**src/rtl/mips_pkg.sv**
```systemverilog
// Shared types and constants for the MIPS core front end.
package mips_pkg;

  localparam int unsigned INST_W = 32;
  localparam int unsigned PC_W   = 32;
  localparam int unsigned PC_INC = 4;
  localparam logic [INST_W-1:0] NOP_INST = 32'h0000_0000;

  typedef enum logic [1:0] {
    ST_REQ  = 2'd0,
    ST_HOLD = 2'd1,
    ST_KILL = 2'd2
  } fetch_state_t;

  // Force a branch/jump target onto a word boundary.
  function automatic logic [PC_W-1:0] align_pc(input logic [PC_W-1:0] addr);
    return addr & ~PC_W'(3);
  endfunction

endpackage

```
**src/rtl/fetch_hold_buf.sv**
```systemverilog
// Capture/hold register for an instruction returned while the pipeline is stalled.
module fetch_hold_buf
  import mips_pkg::*;
#(
  parameter int unsigned W = INST_W
) (
  input  logic         clk,
  input  logic         rst,
  input  logic         ld,
  input  logic         clr,
  input  logic [W-1:0] d,
  output logic [W-1:0] q
);

  // Clear wins over load so a redirect always drops the held word.
  always_ff @(posedge clk or negedge rst) begin
    if (!rst) begin
      q <= '0;
    end else if (clr) begin
      q <= '0;
    end else if (ld) begin
      q <= d;
    end
  end

endmodule

```
**src/rtl/fetch_unit.sv**
```systemverilog
// Instruction-fetch stage: owns the PC, runs the imem request/valid handshake,
// holds a returned word across stalls and discards wrong-path responses.
module fetch_unit
  import mips_pkg::*;
#(
  parameter logic [PC_W-1:0] RESET_PC = 32'h0000_0000
) (
  input  logic              clk,
  input  logic              rst,
  input  logic              pc_stall,
  input  logic              redirect,
  input  logic [PC_W-1:0]   redirect_pc,
  output logic              imem_req,
  output logic [PC_W-1:0]   imem_addr,
  input  logic              imem_rvalid,
  input  logic [INST_W-1:0] imem_rdata,
  output logic [INST_W-1:0] inst,
  output logic [PC_W-1:0]   nextaddress,
  output logic              ifid_ld,
  output logic              flush
);

  fetch_state_t      state, state_nxt;
  logic [PC_W-1:0]   pc, pc_nxt, pc_inc;
  logic [PC_W-1:0]   kill_addr, kill_nxt;
  logic [INST_W-1:0] hold_inst;
  logic              hold_ld, hold_clr;
  logic              req_c, ld_c, flush_c;
  logic [PC_W-1:0]   addr_c, next_c;
  logic [INST_W-1:0] inst_c;

  assign pc_inc = pc + PC_W'(PC_INC);

  always_ff @(posedge clk or negedge rst) begin
    if (!rst) begin
      state     <= ST_REQ;
      pc        <= RESET_PC;
      kill_addr <= '0;
    end else begin
      state     <= state_nxt;
      pc        <= pc_nxt;
      kill_addr <= kill_nxt;
    end
  end

  fetch_hold_buf #(.W(INST_W)) u_hold_buf (
    .clk (clk),
    .rst (rst),
    .ld  (hold_ld),
    .clr (hold_clr),
    .d   (imem_rdata),
    .q   (hold_inst)
  );

  // Redirect takes the PC in every state and overrides pc_stall.
  always_comb begin
    state_nxt = state;
    pc_nxt    = pc;
    kill_nxt  = kill_addr;
    hold_ld   = 1'b0;
    hold_clr  = 1'b0;
    req_c     = 1'b0;
    addr_c    = pc;
    ld_c      = 1'b0;
    inst_c    = NOP_INST;
    next_c    = '0;
    flush_c   = redirect;
    if (redirect) pc_nxt = align_pc(redirect_pc);
    unique case (state)
      ST_REQ: begin
        req_c = 1'b1;
        if (redirect) begin
          if (!imem_rvalid) begin
            kill_nxt  = pc;
            state_nxt = ST_KILL;
          end
        end else if (imem_rvalid) begin
          if (pc_stall) begin
            hold_ld   = 1'b1;
            state_nxt = ST_HOLD;
          end else begin
            ld_c   = 1'b1;
            inst_c = imem_rdata;
            next_c = pc_inc;
            pc_nxt = pc_inc;
          end
        end
      end
      ST_HOLD: begin
        if (redirect) begin
          hold_clr  = 1'b1;
          state_nxt = ST_REQ;
        end else if (!pc_stall) begin
          ld_c      = 1'b1;
          inst_c    = hold_inst;
          next_c    = pc_inc;
          pc_nxt    = pc_inc;
          state_nxt = ST_REQ;
        end
      end
      ST_KILL: begin
        // Stale request finishes at its original address; its data is dropped.
        req_c  = 1'b1;
        addr_c = kill_addr;
        if (imem_rvalid) state_nxt = ST_REQ;
      end
      default: state_nxt = ST_REQ;
    endcase
  end

  // Reset values are forced combinationally so they hold regardless of inputs.
  assign imem_req    = rst & req_c;
  assign imem_addr   = rst ? addr_c : RESET_PC;
  assign ifid_ld     = rst & ld_c;
  assign flush       = rst & flush_c;
  assign inst        = rst ? inst_c : NOP_INST;
  assign nextaddress = rst ? next_c : '0;

endmodule
```
**config.mk**
```make
export PLATFORM = sky130hd
export DESIGN_NAME = fetch_unit
export DESIGN_NICKNAME = d
export VERILOG_FILES = /design/src/rtl/mips_pkg.sv /design/src/rtl/fetch_hold_buf.sv /design/src/rtl/fetch_unit.sv
export SDC_FILE = /design/constraint.sdc
export NUM_CORES = 1
export LEC_CHECK = 0
export CELL_PAD_IN_SITES_DETAIL_PLACEMENT = 1
export CELL_PAD_IN_SITES_GLOBAL_PLACEMENT = 1
export CORE_UTILIZATION = 35
export CTS_CLUSTER_DIAMETER = 40
export DETAILED_ROUTE_END_ITERATION = 10
export PLACE_DENSITY_LB_ADDON = 0.3
export SLEW_MARGIN = 20
export SYNTH_ARGS = -nofsm -noshare
export SYNTH_HDL_FRONTEND = slang
export SYNTH_SLANG_ARGS = --single-unit
```
**constraint.sdc**
```tcl
create_clock -name clk -period 7.9 [get_ports clk]
set_clock_uncertainty 0.2 [all_clocks]
set_input_delay 1.975 -clock clk [delete_from_list [all_inputs] [get_ports clk]]
set_output_delay 1.975 -clock clk [all_outputs]
set_load 0.01 [all_outputs]
```
==> results of run 1 <==
[area by class of cell]
class | instances | area share (%)
Antenna cell | 1 | 0.0310
Multi-Input combinational cell | 540 | 39.9
Sequential cell | 98 | 30.4
Inverter | 9 | 0.419
Tap cell | 220 | 3.41
Clock buffer | 11 | 3.01
Clock inverter | 5 | 0.961
Timing Repair Buffer | 180 | 21.9
[synthesized netlist by cell type (9+ instances only)]
master | instances | area (um^2)
inv_1 | 9 | 33.8
a21boi_0 | 33 | 248
nand2_1 | 157 | 589
a21oi_1 | 41 | 205
xor2_1 | 13 | 114
nor3_1 | 18 | 90.1
a22oi_1 | 32 | 240
mux2_2 | 32 | 360
clkbuf_1 | 42 | 158
xnor2_1 | 18 | 158
nor2_1 | 84 | 315
nand3_1 | 10 | 50.1
o21ai_0 | 10 | 50.1
dfrtp_1 | 98 | 2450
[power by group through the flow]
stage,Sequential [mW],Clock [mW],Combinational (mW)
floorplan,0.656,0,0.246
global placement,0.689,0,0.351
detailed placement,0.700,0,0.369
CTS,0.692,0.495,0.370
global route,0.708,0.513,0.402
finish,0.693,0.485,0.366
[registers in the layout, summed over array words and instances, names as in the netlist]
signal	flops
kill_addr	32
pc	32
state	2
u_hold_buf.q	32
[worst reg2reg max path, stage by stage (launching register included)]
cell and delay [ns]:
dfrtp_1 0.55, ha_1 0.29, nand3_1 0.16, nor4_1 0.79, and2_1 0.30, a211oi_1 0.09, a311oi_1 0.31
[metal layers]
layer | routed length [um] | up-vias | track usage, %
met2 | 9750 | 134 | 37.8
met1 | 8940 | 2897 | 29.7
li1 | - | 2697 | -
met5 | 0 | - | 0
met4 | 379 | 0 | 8.27
met3 | 874 | 26 | 4.38
[through the flow]
step	instance area (um^2)	total power, mW	hold slack, ns	util (%)
after floorplan	6060	0.902	0.281	-
after global routing	8070	1.62	0.321	48.1
after global placement	7750	1.04	0.288	46.2
final	8070	1.54	0.310	48.2
after CTS	8070	1.56	0.312	48.1
after detailed placement	7750	1.07	0.296	46.2
[kinds of logic after synthesis]
| group | after synthesis |
|---|---|
| DFF | 98 |
| xor gates and xnor gates | 31 |
| buffers and inverters | 77 |
| and+or+nand+nor | 322 |
| adders and majority gates | 1 |
| muxes | 35 |
| AOI/OAI and AO/OA | 151 |
[worst min path at each step]
stage                         startpoint                         to  cells past startpoint
2_1_floorplan   kill_addr[0]$_DFFE_PN0P_   kill_addr[0]$_DFFE_PN0P_                      1
3_3_place_gp   kill_addr[20]$_DFFE_PN0P_  kill_addr[20]$_DFFE_PN0P_                      1
3_5_place_dp   kill_addr[28]$_DFFE_PN0P_  kill_addr[28]$_DFFE_PN0P_                      1
6_report       kill_addr[28]$_DFFE_PN0P_  kill_addr[28]$_DFFE_PN0P_                      1
5_1_grt        kill_addr[19]$_DFFE_PN0P_  kill_addr[19]$_DFFE_PN0P_                      1
4_1_cts        kill_addr[28]$_DFFE_PN0P_  kill_addr[28]$_DFFE_PN0P_                      1
==> results.yml, run 1 <==
run_status:
  status: "completed"
pwr:
  p_comb_share_pct: 23.7
  ir_drop_mv: 0.102
  p_per_area_nw_per_um2: 191
  internal_power_mw: 1.07
  p_switching_uw: 469
  pwr-share-clk_pct: 31.4
  power_leakage_nw: 3.06
  power_frac_seq_pct: 44.9
  switching_share_pct: 30.4
cts:
  cts_hold_buffers: 0
  cts_resized: 0
  cts_sinks: 98
  cts_root_buf: "clkbuf_16"
  clk_latency_ns: 0.35
  cts_tree: "done"
  clkTransAtPathRegs_ns: 0.07
  cts_buffers: 9
  post_cts_buffers: 0
  htree_levels: 3
  cts_buffer_depth: 2
worst_setup_path:
  reg2reg_from: "pc[2]$_DFF_PN0_"
  ff2ff_setup_slack_ns: 5.10
  endpoint_kind: "primary output"
  cp_max_fo: 17
  worstPathCellList: "clkdlybuf4s50_1 -> o21bai_2 -> or3_1 -> or2_1 -> buf_4 -> nor2_1 -> clkdlybuf4s50_1"
  cp-startpoint: "imem_rvalid"
  r2r_end: "pc[22]$_DFF_PN0_"
  r2r_cells: 6
  worstSetupPathDepth: 7
  worstSetupStartpointType: "primary input"
  cp_data_required_time_ns: 5.73
  max_stage_delay_ns: 0.63
  critPathBufInv: 3
  crit_path_end: "nextaddress[24]"
  arrival_ns: 4.77
  cpMostUsedCell: "clkdlybuf4s50_1"
  cpMaxStageDelayCell: "clkdlybuf4s50_1"
  crit_family: "buffers and inverters"
  crit_type: "primary input to primary output"
worst_hold_path:
  hold_class: "flip-flop to flip-flop"
logic_synthesis:
  synth-simple-area-share_pct: 24.1
  synthArstFlopShare_pct: 100
  synthAdderAreaFrac_pct: 0.206
  syn-cell-area_um2: 6060
  yosysWarnings: 0
  synth_seq_cells: 98
  synth_top_family_by_area: "simple AND/OR/NAND/NOR gates"
  syn_avg_cell_area_um2: 8.48
  synth-compound-area-share_pct: 17.3
  syn_inst: 715
  yosysUniqueCellTypes: 54
  syn-num-nets: 785
  synth-seq-area-share_pct: 40.5
  synth_enable_flop_cells: 0
  synth_ff_type: "dfrtp_1"
  synth-xor-area-share_pct: 4.48
  synth.area.mux_share_pct: 6.44
grt:
  antenna_found_initial: 1
  grt_max_degree: 72
  grt_pass1_vias: 6103
  grt_pass1_wl_mm: 32.3
  grt_usage_pct: 22.9
  overflow: 0
sta:
  relSlewSlack_pct: 30.8
  fin_ws_ns: 0.956
  max_freq_ghz: 0.144
  setup_viol: 0
  worstMarginPinSlew_ns: 1.03
  finalSetupTns_ns: 0
  rsz0062_at_grt: "no"
  hold_viol_final: 0
  drv_slew: 0
  min_period_ns: 6.94
  period_share_pct: 87.9
placed_design:
  dp_slack_ns: 0.930
  dp_hpwl_mm: 14.4
  portBuffers: 165
  place.gp.congestion: 0.811
  dp_cells: 1047
floorplan:
  initial_core_util_pct: 36.2
  pin_count: 168
  core_region_area_um2: 16800
  die_w_um: 134
  num_rows: 47
  die_h_um: 134
  die-area_um2: 17800
drt:
  routed_wl_mm: 20.0
  drc: 0
  final_antenna_net_count: 0
  viasPerCell: 5.41
  vias: 5754
  drt-initial-drc-count: 290
  first_pass_iters: 4
  wl_per_cell_um: 18.8
final_layout:
  final_common_cell: "clkdlybuf4s50_1"
  final-seq-area_um2: 2450
  areaGrowthSynthToFinish_pct: 33.2
  final_net_count: 908
  final_cells: 1064
  mostFrequentLayoutCells: "clkdlybuf4s50_1 (163), nand2_1 (157), dfrtp_1 (98)"
  nFillCells: 1940
  multiInputGateArea_um2: 3220
  drive_above_1_share_pct: 9.85
flow_run:
  max-cap-violations: 0
(Power assumes the default switching activity.)
==> inputs of run 2 (changes only) <==
Settings changed: GPL_TIMING_DRIVEN from default to 0.
==> run 2 against run 1 <==
Setup slack lost 0.11 ns; die area unchanged; first-iteration DRC count decreased by 15%; hold slack got worse by 0.00077 ns; final area grew 3.0%; wire length rose by 3.4%; critical path type unchanged; via count is 3.2% higher; total power down 0.13%; critical path depth up 2; flip-flop and latch count unchanged; sequential share of layout area is 0.88 points lower.
==> results.yml, run 2 (synthesis results as in run 1) <==
run_status:
  status: "completed"
cts:
  clk_latency_ns: 0.35
  htree_levels: 3
  cts_root_buf: "clkbuf_16"
  cts_sinks: 98
  clkTransAtPathRegs_ns: 0.06
  cts_resized: 0
  post_cts_buffers: 0
  cts_buffers: 9
  cts_buffer_depth: 2
  cts_hold_buffers: 0
  cts_tree: "done"
pwr:
  power_leakage_nw: 3.16
  internal_power_mw: 1.07
  ir_drop_mv: 0.106
  switching_share_pct: 30.8
  p_per_area_nw_per_um2: 185
  power_frac_seq_pct: 43.4
  pwr-share-clk_pct: 30.0
  p_switching_uw: 475
  p_comb_share_pct: 26.7
drt:
  dr.max_layer_used: "met4"
  m1WireLength_mm: 9.55
  drt-initial-drc-count: 247
  wl_met2_mm: 9.72
  wl_per_cell_um: 18.5
  first_pass_iters: 5
  vias: 5941
  final_antenna_net_count: 0
  drc: 0
  routed_wl_mm: 20.6
  viasPerCell: 5.32
  met3RoutedLength_um: 993
final_layout:
  final_common_cell: "clkdlybuf4s50_1"
  diodes: 0
  final_net_count: 961
  areaGrowthSynthToFinish_pct: 37.1
  fin_util_pct: 49.6
  top_regs: "kill_addr x32, pc x32, u_hold_buf.q x32"
  fin_area_um2: 8310
  mostFrequentLayoutCells: "clkdlybuf4s50_1 (163), nand2_1 (157), dfrtp_1 (98)"
  drive_above_1_share_pct: 9.82
sta:
  max_freq_ghz: 0.142
  drv_slew: 0
  hold_viol_final: 0
  period_share_pct: 89.2
  worstMarginPinSlew_ns: 1.08
  min_period_ns: 7.05
  relSlewSlack_pct: 27.3
  rsz0062_at_grt: "no"
  setup_viol: 0
floorplan:
  initial_core_util_pct: 36.2
  die_w_um: 134
  num_rows: 47
  core_region_area_um2: 16800
  die-area_um2: 17800
  pin_count: 168
  die_h_um: 134
placed_design:
  placed_cell_area_um2: 8010
  place.gp.congestion: 0.808
  portBuffers: 164
  dp_hpwl_mm: 15.2
worst_setup_path:
  cp_data_required_time_ns: 5.73
  cp_max_fo: 10
  max_stage_delay_ns: 0.61
  worstSetupStartpointType: "primary input"
  arrival_ns: 4.88
  critPathBufInv: 5
  crit_type: "primary input to primary output"
  cpMaxStageDelayCell: "clkdlybuf4s50_1"
  worstPathCellList: "clkdlybuf4s50_1 -> o21bai_2 -> or3_1 -> clkbuf_1 -> or2_1 -> buf_2 -> buf_2 -> nor2_1 -> clkdlybuf4s50_1"
  endpoint_kind: "primary output"
  crit_family: "buffers and inverters"
worst_hold_path:
  hold_class: "flip-flop to flip-flop"
grt:
  antenna_found_initial: 0
  grt_pass1_vias: 5990
  grt_usage_pct: 23.7
  grt_pass1_wl_mm: 32.9
  grt_max_degree: 61
  overflow: 0
flow_run:
  max-cap-violations: 0
==> run 2: changes by cell type in the layout (fill, tap and decap cells not counted), sizes merged <==
cell,delta
buf,+3
bufinv,-1
clkbuf,+50
clkinv,+1
diode,-1
==> run 2: layout make-up <==
class,count,area (um^2)
clock buffer,11,253
multi-input combinational,540,3180
tap,220,275
sequential,98,2450
inverter,9,33.8
buffer,68,395
fill,2022,8450
clock inverter,5,52.6
timing repair buffer,165,1670
==> run 2: power by group through the flow <==
stage	combinational (mW)	clock, mW	sequential, mW
after floorplan	0.246	0	0.656
after global placement	0.399	0	0.670
after detailed placement	0.412	0	0.675
after CTS	0.414	0.468	0.668
after global routing	0.453	0.489	0.681
final	0.411	0.461	0.669
==> run 2: final timing paths <==
kind                                           start  slack [ns]  cells after the start                      endpoint
min in group asynchronous                        rst        1.34                      1     kill_addr[15]$_DFFE_PN0P_
max in group asynchronous                        rst        5.49                      2  u_hold_buf.q[29]$_DFFE_PN0P_
setup reg to reg                     pc[2]$_DFF_PN0_        5.14                      6              pc[22]$_DFF_PN0_
hold / removal             kill_addr[29]$_DFFE_PN0P_        0.31                      1     kill_addr[29]$_DFFE_PN0P_
hold reg to reg            kill_addr[29]$_DFFE_PN0P_        0.31                      1     kill_addr[29]$_DFFE_PN0P_
setup / recovery                         imem_rvalid        0.85                      9               nextaddress[28]
==> run 2: metrics by stage <==
step | TNS [ns] | setup WS [ns] | power, mW | std cells | hold slack, ns
floorplan | 0 | 2.32 | 0.902 | 715 | 0.281
global placement | -175.74 | -2.24 | 1.07 | 1099 | 0.289
detailed placement | 0 | 0.937 | 1.09 | 1100 | 0.296
CTS | 0 | 0.915 | 1.55 | 1116 | 0.310
global route | 0 | 0.753 | 1.62 | 1116 | 0.327
finish | 0 | 0.850 | 1.54 | 1116 | 0.309
==> run 2: metal layers <==
layer  vias up  GRT usage, %
met5         -             0
met3        21          3.88
met2       152          37.2
li1       2813             -
met1      2955          33.1
met4         0          8.21
